### src/rtl/ex_stage.sv
// ex_stage: execute stage of the Osiris I RV32E pipeline.
// Forwarding muxes, single-cycle ALU, branch resolution and target, and an
// iterative 32-step multiply/divide unit that stalls the pipeline while busy.
// Ports: clk/rst; ID/EX operands, immediate, PC; control (jump, branch,
// alu_src, addr_src, alu_ctrl, funct3, forward selects); MEM/WB forwarding
// values; outputs ALU result, store data, PC target, PC redirect, stall.
module ex_stage #(
  parameter int DATA_WIDTH = 32
) (
  input  logic                  clk,
  input  logic                  rst,
  input  logic [DATA_WIDTH-1:0] i_rs1_EX,
  input  logic [DATA_WIDTH-1:0] i_rs2_EX,
  input  logic [DATA_WIDTH-1:0] i_imm_ex_EX,
  input  logic [DATA_WIDTH-1:0] i_pc_EX,
  input  logic [DATA_WIDTH-1:0] i_pc_plus4_EX,
  input  logic                  i_jump_EX,
  input  logic                  i_branch_EX,
  input  logic                  i_alu_src_EX,
  input  logic                  i_addr_src_EX,
  input  logic [4:0]            i_alu_ctrl_EX,
  input  logic [2:0]            i_funct3_EX,
  input  logic [1:0]            i_forward_a_EX,
  input  logic [1:0]            i_forward_b_EX,
  input  logic [DATA_WIDTH-1:0] i_alu_result_MEM,
  input  logic [DATA_WIDTH-1:0] i_result_WB,
  output logic [DATA_WIDTH-1:0] o_alu_result_EX,
  output logic [DATA_WIDTH-1:0] o_write_data_EX,
  output logic [DATA_WIDTH-1:0] o_pc_target_EX,
  output logic                  o_pc_src_EX,
  output logic                  o_stall_EX
);

  typedef enum logic [1:0] {S_IDLE, S_BUSY, S_DONE} md_state_t;

  md_state_t             r_state;
  logic [4:0]            r_count;
  logic [DATA_WIDTH-1:0] r_hi;
  logic [DATA_WIDTH-1:0] r_lo;
  logic [DATA_WIDTH-1:0] r_opb;
  logic [2:0]            r_op;
  logic                  r_neg_a;
  logic                  r_neg_b;

  logic [DATA_WIDTH-1:0] w_src_a, w_fwd_b, w_src_b, w_alu, w_md_result;
  logic [DATA_WIDTH-1:0] w_target_sum, w_mag_a, w_mag_b, w_quo, w_rem;
  logic [2*DATA_WIDTH-1:0] w_prod;
  logic [DATA_WIDTH:0]   w_mul_sum, w_div_rem, w_div_diff;
  logic                  w_is_md, w_a_signed, w_b_signed, w_taken;
  logic                  w_unused;

  // PC+4 is consumed downstream for link values, not in this stage.
  assign w_unused = ^i_pc_plus4_EX;

  always_comb begin
    w_src_a = i_rs1_EX;
    case (i_forward_a_EX)
      2'b01:   w_src_a = i_result_WB;
      2'b10:   w_src_a = i_alu_result_MEM;
      default: w_src_a = i_rs1_EX;
    endcase
    w_fwd_b = i_rs2_EX;
    case (i_forward_b_EX)
      2'b01:   w_fwd_b = i_result_WB;
      2'b10:   w_fwd_b = i_alu_result_MEM;
      default: w_fwd_b = i_rs2_EX;
    endcase
  end

  assign w_src_b         = i_alu_src_EX ? i_imm_ex_EX : w_fwd_b;
  assign o_write_data_EX = w_fwd_b;

  always_comb begin
    w_alu = '0;
    case (i_alu_ctrl_EX)
      5'd0:    w_alu = w_src_a + w_src_b;
      5'd1:    w_alu = w_src_a - w_src_b;
      5'd2:    w_alu = w_src_a & w_src_b;
      5'd3:    w_alu = w_src_a | w_src_b;
      5'd4:    w_alu = w_src_a ^ w_src_b;
      5'd5:    w_alu = w_src_a << w_src_b[4:0];
      5'd6:    w_alu = w_src_a >> w_src_b[4:0];
      5'd7:    w_alu = $signed(w_src_a) >>> w_src_b[4:0];
      5'd8:    w_alu = {{(DATA_WIDTH-1){1'b0}}, $signed(w_src_a) < $signed(w_src_b)};
      5'd9:    w_alu = {{(DATA_WIDTH-1){1'b0}}, w_src_a < w_src_b};
      5'd10:   w_alu = w_src_b;
      default: w_alu = '0;
    endcase
  end

  always_comb begin
    w_taken = 1'b0;
    case (i_funct3_EX)
      3'b000:  w_taken = (w_src_a == w_fwd_b);
      3'b001:  w_taken = (w_src_a != w_fwd_b);
      3'b100:  w_taken = ($signed(w_src_a) <  $signed(w_fwd_b));
      3'b101:  w_taken = ($signed(w_src_a) >= $signed(w_fwd_b));
      3'b110:  w_taken = (w_src_a <  w_fwd_b);
      3'b111:  w_taken = (w_src_a >= w_fwd_b);
      default: w_taken = 1'b0;
    endcase
  end

  assign o_pc_src_EX  = i_jump_EX | (i_branch_EX & w_taken);
  assign w_target_sum = (i_addr_src_EX ? w_src_a : i_pc_EX) + i_imm_ex_EX;
  assign o_pc_target_EX = {w_target_sum[DATA_WIDTH-1:1], w_target_sum[0] & ~i_addr_src_EX};

  assign w_is_md = i_alu_ctrl_EX[4] & ~i_alu_ctrl_EX[3];

  always_comb begin
    w_a_signed = 1'b0;
    w_b_signed = 1'b0;
    case (i_alu_ctrl_EX[2:0])
      3'd1, 3'd4, 3'd6: begin w_a_signed = 1'b1; w_b_signed = 1'b1; end
      3'd2:             w_a_signed = 1'b1;
      default:          ;
    endcase
  end

  assign w_mag_a = (w_a_signed & w_src_a[DATA_WIDTH-1]) ? -w_src_a : w_src_a;
  assign w_mag_b = (w_b_signed & w_src_b[DATA_WIDTH-1]) ? -w_src_b : w_src_b;

  // Multiply: r_lo holds the multiplier and shifts out as product bits enter.
  // Divide: {r_hi, r_lo} is {partial remainder, dividend/quotient}.
  assign w_mul_sum  = {1'b0, r_hi} + (r_lo[0] ? {1'b0, r_opb} : '0);
  assign w_div_rem  = {r_hi, r_lo[DATA_WIDTH-1]};
  assign w_div_diff = w_div_rem - {1'b0, r_opb};

  always_ff @(posedge clk or posedge rst) begin
    if (rst) begin
      r_state <= S_IDLE;
      r_count <= '0;
      r_hi    <= '0;
      r_lo    <= '0;
      r_opb   <= '0;
      r_op    <= '0;
      r_neg_a <= 1'b0;
      r_neg_b <= 1'b0;
    end else begin
      case (r_state)
        S_IDLE: begin
          if (w_is_md) begin
            r_op    <= i_alu_ctrl_EX[2:0];
            r_neg_a <= w_a_signed & w_src_a[DATA_WIDTH-1];
            r_neg_b <= w_b_signed & w_src_b[DATA_WIDTH-1];
            r_hi    <= '0;
            r_lo    <= w_mag_a;
            r_opb   <= w_mag_b;
            r_count <= '0;
            r_state <= S_BUSY;
          end
        end
        S_BUSY: begin
          if (r_op[2]) begin
            if (w_div_diff[DATA_WIDTH]) begin
              r_hi <= w_div_rem[DATA_WIDTH-1:0];
              r_lo <= {r_lo[DATA_WIDTH-2:0], 1'b0};
            end else begin
              r_hi <= w_div_diff[DATA_WIDTH-1:0];
              r_lo <= {r_lo[DATA_WIDTH-2:0], 1'b1};
            end
          end else begin
            r_hi <= w_mul_sum[DATA_WIDTH:1];
            r_lo <= {w_mul_sum[0], r_lo[DATA_WIDTH-1:1]};
          end
          r_count <= r_count + 5'd1;
          if (r_count == 5'd31) r_state <= S_DONE;
        end
        default: r_state <= S_IDLE;
      endcase
    end
  end

  assign w_prod = (r_neg_a ^ r_neg_b) ? -{r_hi, r_lo} : {r_hi, r_lo};
  // A zero divisor keeps the all-ones quotient regardless of operand signs.
  assign w_quo  = ((r_neg_a ^ r_neg_b) && (r_opb != '0)) ? -r_lo : r_lo;
  assign w_rem  = r_neg_a ? -r_hi : r_hi;

  always_comb begin
    w_md_result = '0;
    case (r_op)
      3'd0:       w_md_result = w_prod[DATA_WIDTH-1:0];
      3'd1, 3'd2,
      3'd3:       w_md_result = w_prod[2*DATA_WIDTH-1:DATA_WIDTH];
      3'd4, 3'd5: w_md_result = w_quo;
      default:    w_md_result = w_rem;
    endcase
  end

  assign o_stall_EX      = ((r_state == S_IDLE) && w_is_md) || (r_state == S_BUSY);
  assign o_alu_result_EX = (r_state == S_DONE) ? w_md_result :
                           (i_alu_ctrl_EX[4] ? '0 : w_alu);

endmodule

### config.mk
export PLATFORM = sky130hd
export DESIGN_NAME = ex_stage
export DESIGN_NICKNAME = d
export VERILOG_FILES = /design/src/rtl/ex_stage.sv
export SDC_FILE = /design/constraint.sdc
export NUM_CORES = 2
export LEC_CHECK = 0
export ABC_CLOCK_PERIOD_IN_PS = 8500
export CORE_MARGIN = 4
export CORE_UTILIZATION = 59
export DETAILED_ROUTE_END_ITERATION = 8
export PLACE_DENSITY_LB_ADDON = 0.15
export SYNTH_ARGS = -nofsm -noshare
export SYNTH_HDL_FRONTEND = slang
export SYNTH_SLANG_ARGS = --single-unit
### constraint.sdc
create_clock -name clk -period 8.5 [get_ports clk]
set_input_delay 1.7 -clock clk [delete_from_list [all_inputs] [get_ports clk]]
set_output_delay 1.7 -clock clk [all_outputs]
set_load 0.03 [all_outputs]
; Word level (Yosys, flattened, before mapping)
; Cells that the tools add are included.
[totals]
ff_bits = 108
out_inout_bits = 98
inputBits = 242
word_cells = 121
[op_classes]
bitwise = 12
magnitude_cmp = 6
eq_ne = 35
add_sub_neg = 11
mux = 30
shifts = 3
reduce_logical = 16
[ops]
columns = op, n
row1 = $mux W32, 14
row2 = $pmux W32 S11, 1
row3 = $pmux W32 S2, 4
row4 = $lt A32 B32 Y1, 4
row5 = $neg A32 Y32, 4
row6 = $pmux W32 S3, 1
row7 = $add A32 B32 Y32, 2
row8 = $ge A32 B32 Y1, 2
row9 = $mux W64, 1
row10 = $neg A64 Y64, 1
row11 = $add A32 B32 Y33, 1
row12 = $sub A33 B32 Y33, 1
row13 = $and A32 B32 Y32, 1
row14 = $eq A32 B32 Y1, 1
row15 = $ne A32 B32 Y1, 1
row16 = $or A32 B32 Y32, 1
row17 = $reduce_bool A32 Y1, 1
row18 = $shl A32 B5 Y32, 1
row19 = $shr A32 B5 Y32, 1
row20 = $sshr A32 B5 Y32, 1
row21 = $sub A32 B32 Y32, 1
row22 = $xor A32 B32 Y32, 1
row23 = $eq A3 B3 Y1 const B, 8
row24 = $eq A5 B3 Y1 const B, 4
row25 = 30 further kinds, 55

; Depth between registers and ports, before layout
[depth]
word_depth = 7
mapped_depth = 21
ltp_nobuf = 18

; Least setup slack after synthesis
; Ideal clock, no wire load.
[synth_timing]
path_kind = input to output
from = input i_forward_b_EX[0]
to = output o_alu_result_EX[30]
required_ps = 6800
t_arrival_ps = 6929
n_path_buf = 5
setup_slack_ps = -129
stages = 20
cell_sequence = inv_1 > ha_1 > buf_2 > buf_2 > o21ai_0 > mux2i_1 > clkbuf_1 > clkbuf_1 > clkbuf_1 > ha_1 > a21oi_1 > nor4b_1 > a2bb2oi_1 > a2111o_1 > a31oi_1 > o41ai_1 > a21oi_1 > nor2_1 > or4_1 > a221o_1
[synth_between]
elab_chain_cells = 7
word_cells_on_any_way = 15
classes_between = 2 x add/sub / 2 x eq/ne / 3 x shift / 5 x mux / 3 x bitwise
[synth_rtl]
columns = item, line_no
row1 = start: declaration, 24  ; input logic [1:0] i_forward_b_EX,
row2 = $eq A2 B2 Y1 / $eq A2 B1 Y1 (equally long branches), 63  ; case (i_forward_b_EX)
row3 = $pmux W32 S2 (*), 63
row4 = net o_write_data_EX[4], 28  ; output logic [DATA_WIDTH-1:0] o_write_data_EX,
row5 = $mux W32 (*), 70  ; assign w_src_b = i_alu_src_EX ? i_imm_ex_EX : w_fwd_b;
row6 = "$sub A32 B32 Y32, or another cell as far along", 77  ; 5'd1: w_alu = w_src_a - w_src_b;
row7 = $pmux W32 S11 (*), 75  ; case (i_alu_ctrl_EX)
row8 = $mux W32 (*), 192  ; (i_alu_ctrl_EX[4] ? '0 : w_alu);
row9 = $mux W32 (*), 191  ; assign o_alu_result_EX = (r_state == S_DONE) ? w_md_result :
row10 = end: declaration, 27  ; output logic [DATA_WIDTH-1:0] o_alu_result_EX,
; The timed path passes the listed nets; every way through them passes the cells marked *.

; Worst setup path in the final report
[layout_timing]
from = input i_forward_a_EX[0]
to = output o_alu_result_EX[26]
[layout_between]
elab_chain_cells = 6
word_cells_on_any_way = 14
classes_between = 2 x add/sub / 2 x eq/ne / 3 x shift / 4 x mux / 3 x bitwise
[layout_rtl]
columns = item, line_no
row1 = start: declaration, 23  ; input logic [1:0] i_forward_a_EX,
row2 = $eq A2 B2 Y1 / $eq A2 B1 Y1 (equally long branches), 57  ; case (i_forward_a_EX)
row3 = $pmux W32 S2 (*), 57
row4 = "$sub A32 B32 Y32, or another cell as far along", 77
row5 = $pmux W32 S11 (*), 75
row6 = $mux W32 (*), 192
row7 = $mux W32 (*), 191
; Every way passes the cells marked *; elsewhere a longest branch is shown, timed or not.

==> impl_results.md <==
* Outcome: finished with violations
* Failing checks: DRC
* Hold-fix buffers, CTS at 0
* Crit path largest cell delay at roughly 0.58 ns
* Initial antenna violation count at 11
* # setup viols final at 0
* DRT iter0 DRCs at 5,070
* Critical path class: input port to primary output
* CP delay by family, top: compound AO/OA/AOI/OAI gates
* Avg Cell Area, Syn at roughly 7 sq um
* P&R area growth vs syn at 21.2%
* Worst VDD drop at ~0.00036 V
* Wire length per cell at between 20 and 30 microns
* Clk sinks at about 110
* H-Tree Depth at 3
* Synth async-reset ratio at 100%
* Vias in the first global route at 31,500
* Crit path DAT at around 6.7 ns
* CP dominant cell by count: buf_4
* Commonest cells after routing, fill and taps aside: nand2_1, buf_4, a21oi_1, o21ai_0, nor2_1
* Worst skew pair latency at between 0.3 and 0.4 ns
* Post-Syn Nets at approximately 4,300
* Post-synth cell types at 98
* Leak at roughly 14 nW
* Seq cells post-synth at ~110
* Synth Warn # at 0
* Share of layout cells above drive strength 1 at between 10 and 15%
* Top-area cell type share of the netlist area at 11.6%
* PwrDens at approximately 290 nW/um^2
* Gp weighted congestion at 1.14
* Sum Neg Setup Slack at 0 ns
* Post-synth top flop: dfrtp_1
* Placeable Area at ~44,000 sq um
* Crit path launch type: input port
* Worst Skew at 0.0146 ns
* Clk buf depth at 2
* Dominant cell type by area after synthesis: ha_1
* Initial Utilization at between 50% and 60%
* R2R Setup Slk at 3.77 ns
* Final hold violations at 0
* Total grt overflow at 0
* Hold WC Path Type: register to register
* Drt via density at approximately 7.1
* Pre-antenna DRT Iters at 9
* # nets final at approximately 4,700
* Total wire length at 129,000 microns
* Commonest non-fill, non-tap cell in the layout: nand2_1
* Slowest CP cell: clkdlybuf4s50_1
* Largest net degree at the start of global routing at 81
* Nature of the critical path endpoint: primary output
* GRT Total Usage at between 50 and 60%
* Synth Cell Area at around 27,000 sq um
* CP Cell Sequence: clkdlybuf4s50_1, ha_1, buf_4, a22oi_1, o21ai_1, ha_1, and3b_1, nand3_1, or4_1, a21oi_1, buf_4, o21ai_1, o21ai_1, buf_4, nor2_1, a221o_1, a221oi_2, buf_4, o32ai_1, buf_4
* First-pass GRT wire length at 190,000 microns
* I/O pin count at between 300 and 400
* Post-synthesis cell count at between 3,000 and 4,000
* DRT antenna net count at 0
* Max-Cap Viols at 0
* Die width at 220 microns
* Register area share after synthesis at slightly above 10%
* Total power at ~9.5 mW
* Tmin final at 8.40 ns
* Post-synth EDFFs at 0
* Fin crit share at a little over nine tenths
* Synth area leaders: ha_1, dfrtp_1, mux2i_1
* Remaining DRCs at 5
* F_max at 119 MHz
* Die Span Y at between 200 and 250 microns
* CP max FO at 25
* Root Buffer: clkbuf_16
* Buf+Inv Stages, Crit Path at 6
* Reg clk slew, reported paths at about 0.080 ns
* Vias at between 30,000 and 40,000
* CTS tree: done
* Count of input and output buffers at roughly 310
* Req. time, crit path at 6.80 ns
* Max_slew headroom at 9.14%
* Post-DP HPWL at approximately 100,000 microns
* Max-slew violation count at 0
* CTS buffer count at 9
* Least-Margin Pin Slew at 1.35 ns
* Full die area at just under 50,000 sq um
* Cell Rows at 77
## worst paths after layout
kind                                   start             endpoint  cells after the start
hold reg to reg                   r_count[3]           r_count[3]                      1
min in group asynchronous                rst              r_hi[3]                      2
hold / removal                    r_count[3]           r_count[3]                      1
setup reg to reg                     r_lo[0]             r_hi[29]                     15
setup / recovery           i_forward_a_EX[0]  o_alu_result_EX[26]                     20
max in group asynchronous                rst            r_opb[23]                      3
## kinds of logic after synthesis
| family | Yosys count | synth area share, % |
|---|---|---|
| buf+inv | 475 | 7.26 |
| xor+xnor | 246 | 8.10 |
| simple gates | 1103 | 19.4 |
| compound gates | 1380 | 33.5 |
| fa+ha+maj | 251 | 11.9 |
| mux | 249 | 9.58 |
| flops | 108 | 10.2 |
## metrics by stage
stage / utilization [%] / cells / hold slack (ns) / setup WS (ns) / cell area (sq um)
2_1_floorplan: - / 3812 / 0.449 / 0.197 / 26600
3_3_place_gp: 71.6 / 4744 / 0.472 / 0.0217 / 31800
3_5_place_dp: 71.6 / 4744 / 0.482 / -0.0276 / 31800
4_1_cts: 72.2 / 4760 / 0.491 / 0.00641 / 32100
5_1_grt: 72.6 / 4764 / 0.540 / -0.00311 / 32200
6_report: 72.6 / 4770 / 0.490 / 0.0977 / 32300
## worst reg2reg max path: stages, from the launching register on
cell      delay (ns)
dfrtp_1         0.44
clkinv_1        0.09
buf_4           0.40
nor2_1          0.16
fa_1            0.49
a211oi_1        0.31
o21ai_0         0.50
and4_1          0.40
a211oi_1        0.21
buf_4           0.21
o211ai_1        0.14
a21oi_1         0.34
o21ai_0         0.27
a211oi_1        0.38
a22oi_1         0.14
o211ai_1        0.16
## synthesized netlist by cell type, types with 46 or more instances
cell type	n
a211oi_1	75
a21o_1	72
a21oi_1	320
a22oi_1	88
a31oi_1	47
buf_2	51
clkbuf_1	191
dfrtp_1	108
ha_1	246
inv_1	184
mux2_2	46
mux2i_1	203
nand2_1	381
nand2b_1	53
nand3_1	49
nor2_1	308
nor3_1	82
o211ai_1	61
o21ai_0	327
xnor2_1	169
xor2_1	77
## repair_timing
item / in CTS / in global routing
setup buffers: 0 / 2
pin swaps: 0 / 4
endpoints found under the setup margin: 1 / 24
gates resized for setup: 2 / 28
## metal layers
metal	part of all wire [%]	vias to the layer above	global-route usage, %
li1	-	14700	-
met1	34	15500	58.0
met5	0.030	-	0
met3	13	798	14.5
met2	43	2692	78.6
met4	10	6	40.4
## cell type report
cell class / instances / area (sq um)
Sequential cell: 108 / 2710
Clock inverter: 7 / 67.6
Timing Repair Buffer: 626 / 5530
Clock buffer: 9 / 225
Multi-Input combinational cell: 3229 / 22200
Tap cell: 592 / 741
Inverter: 191 / 719
Antenna cell: 8 / 20.0
Fill cell: 3637 / 12200
## power by group
group          internal [mW]  switching [mW]
Sequential             0.772           0.582
Combinational           3.08            4.59
Clock                  0.207           0.231
Total                   4.06            5.41
## state kept, by name, indices dropped and copies added, names as in the netlist
signal / count
r_count: 5
r_hi: 32
r_lo: 32
r_neg_a: 1
r_neg_b: 1
r_op: 3
r_opb: 32
r_state: 2
Power figures use the tool's default switching activity.
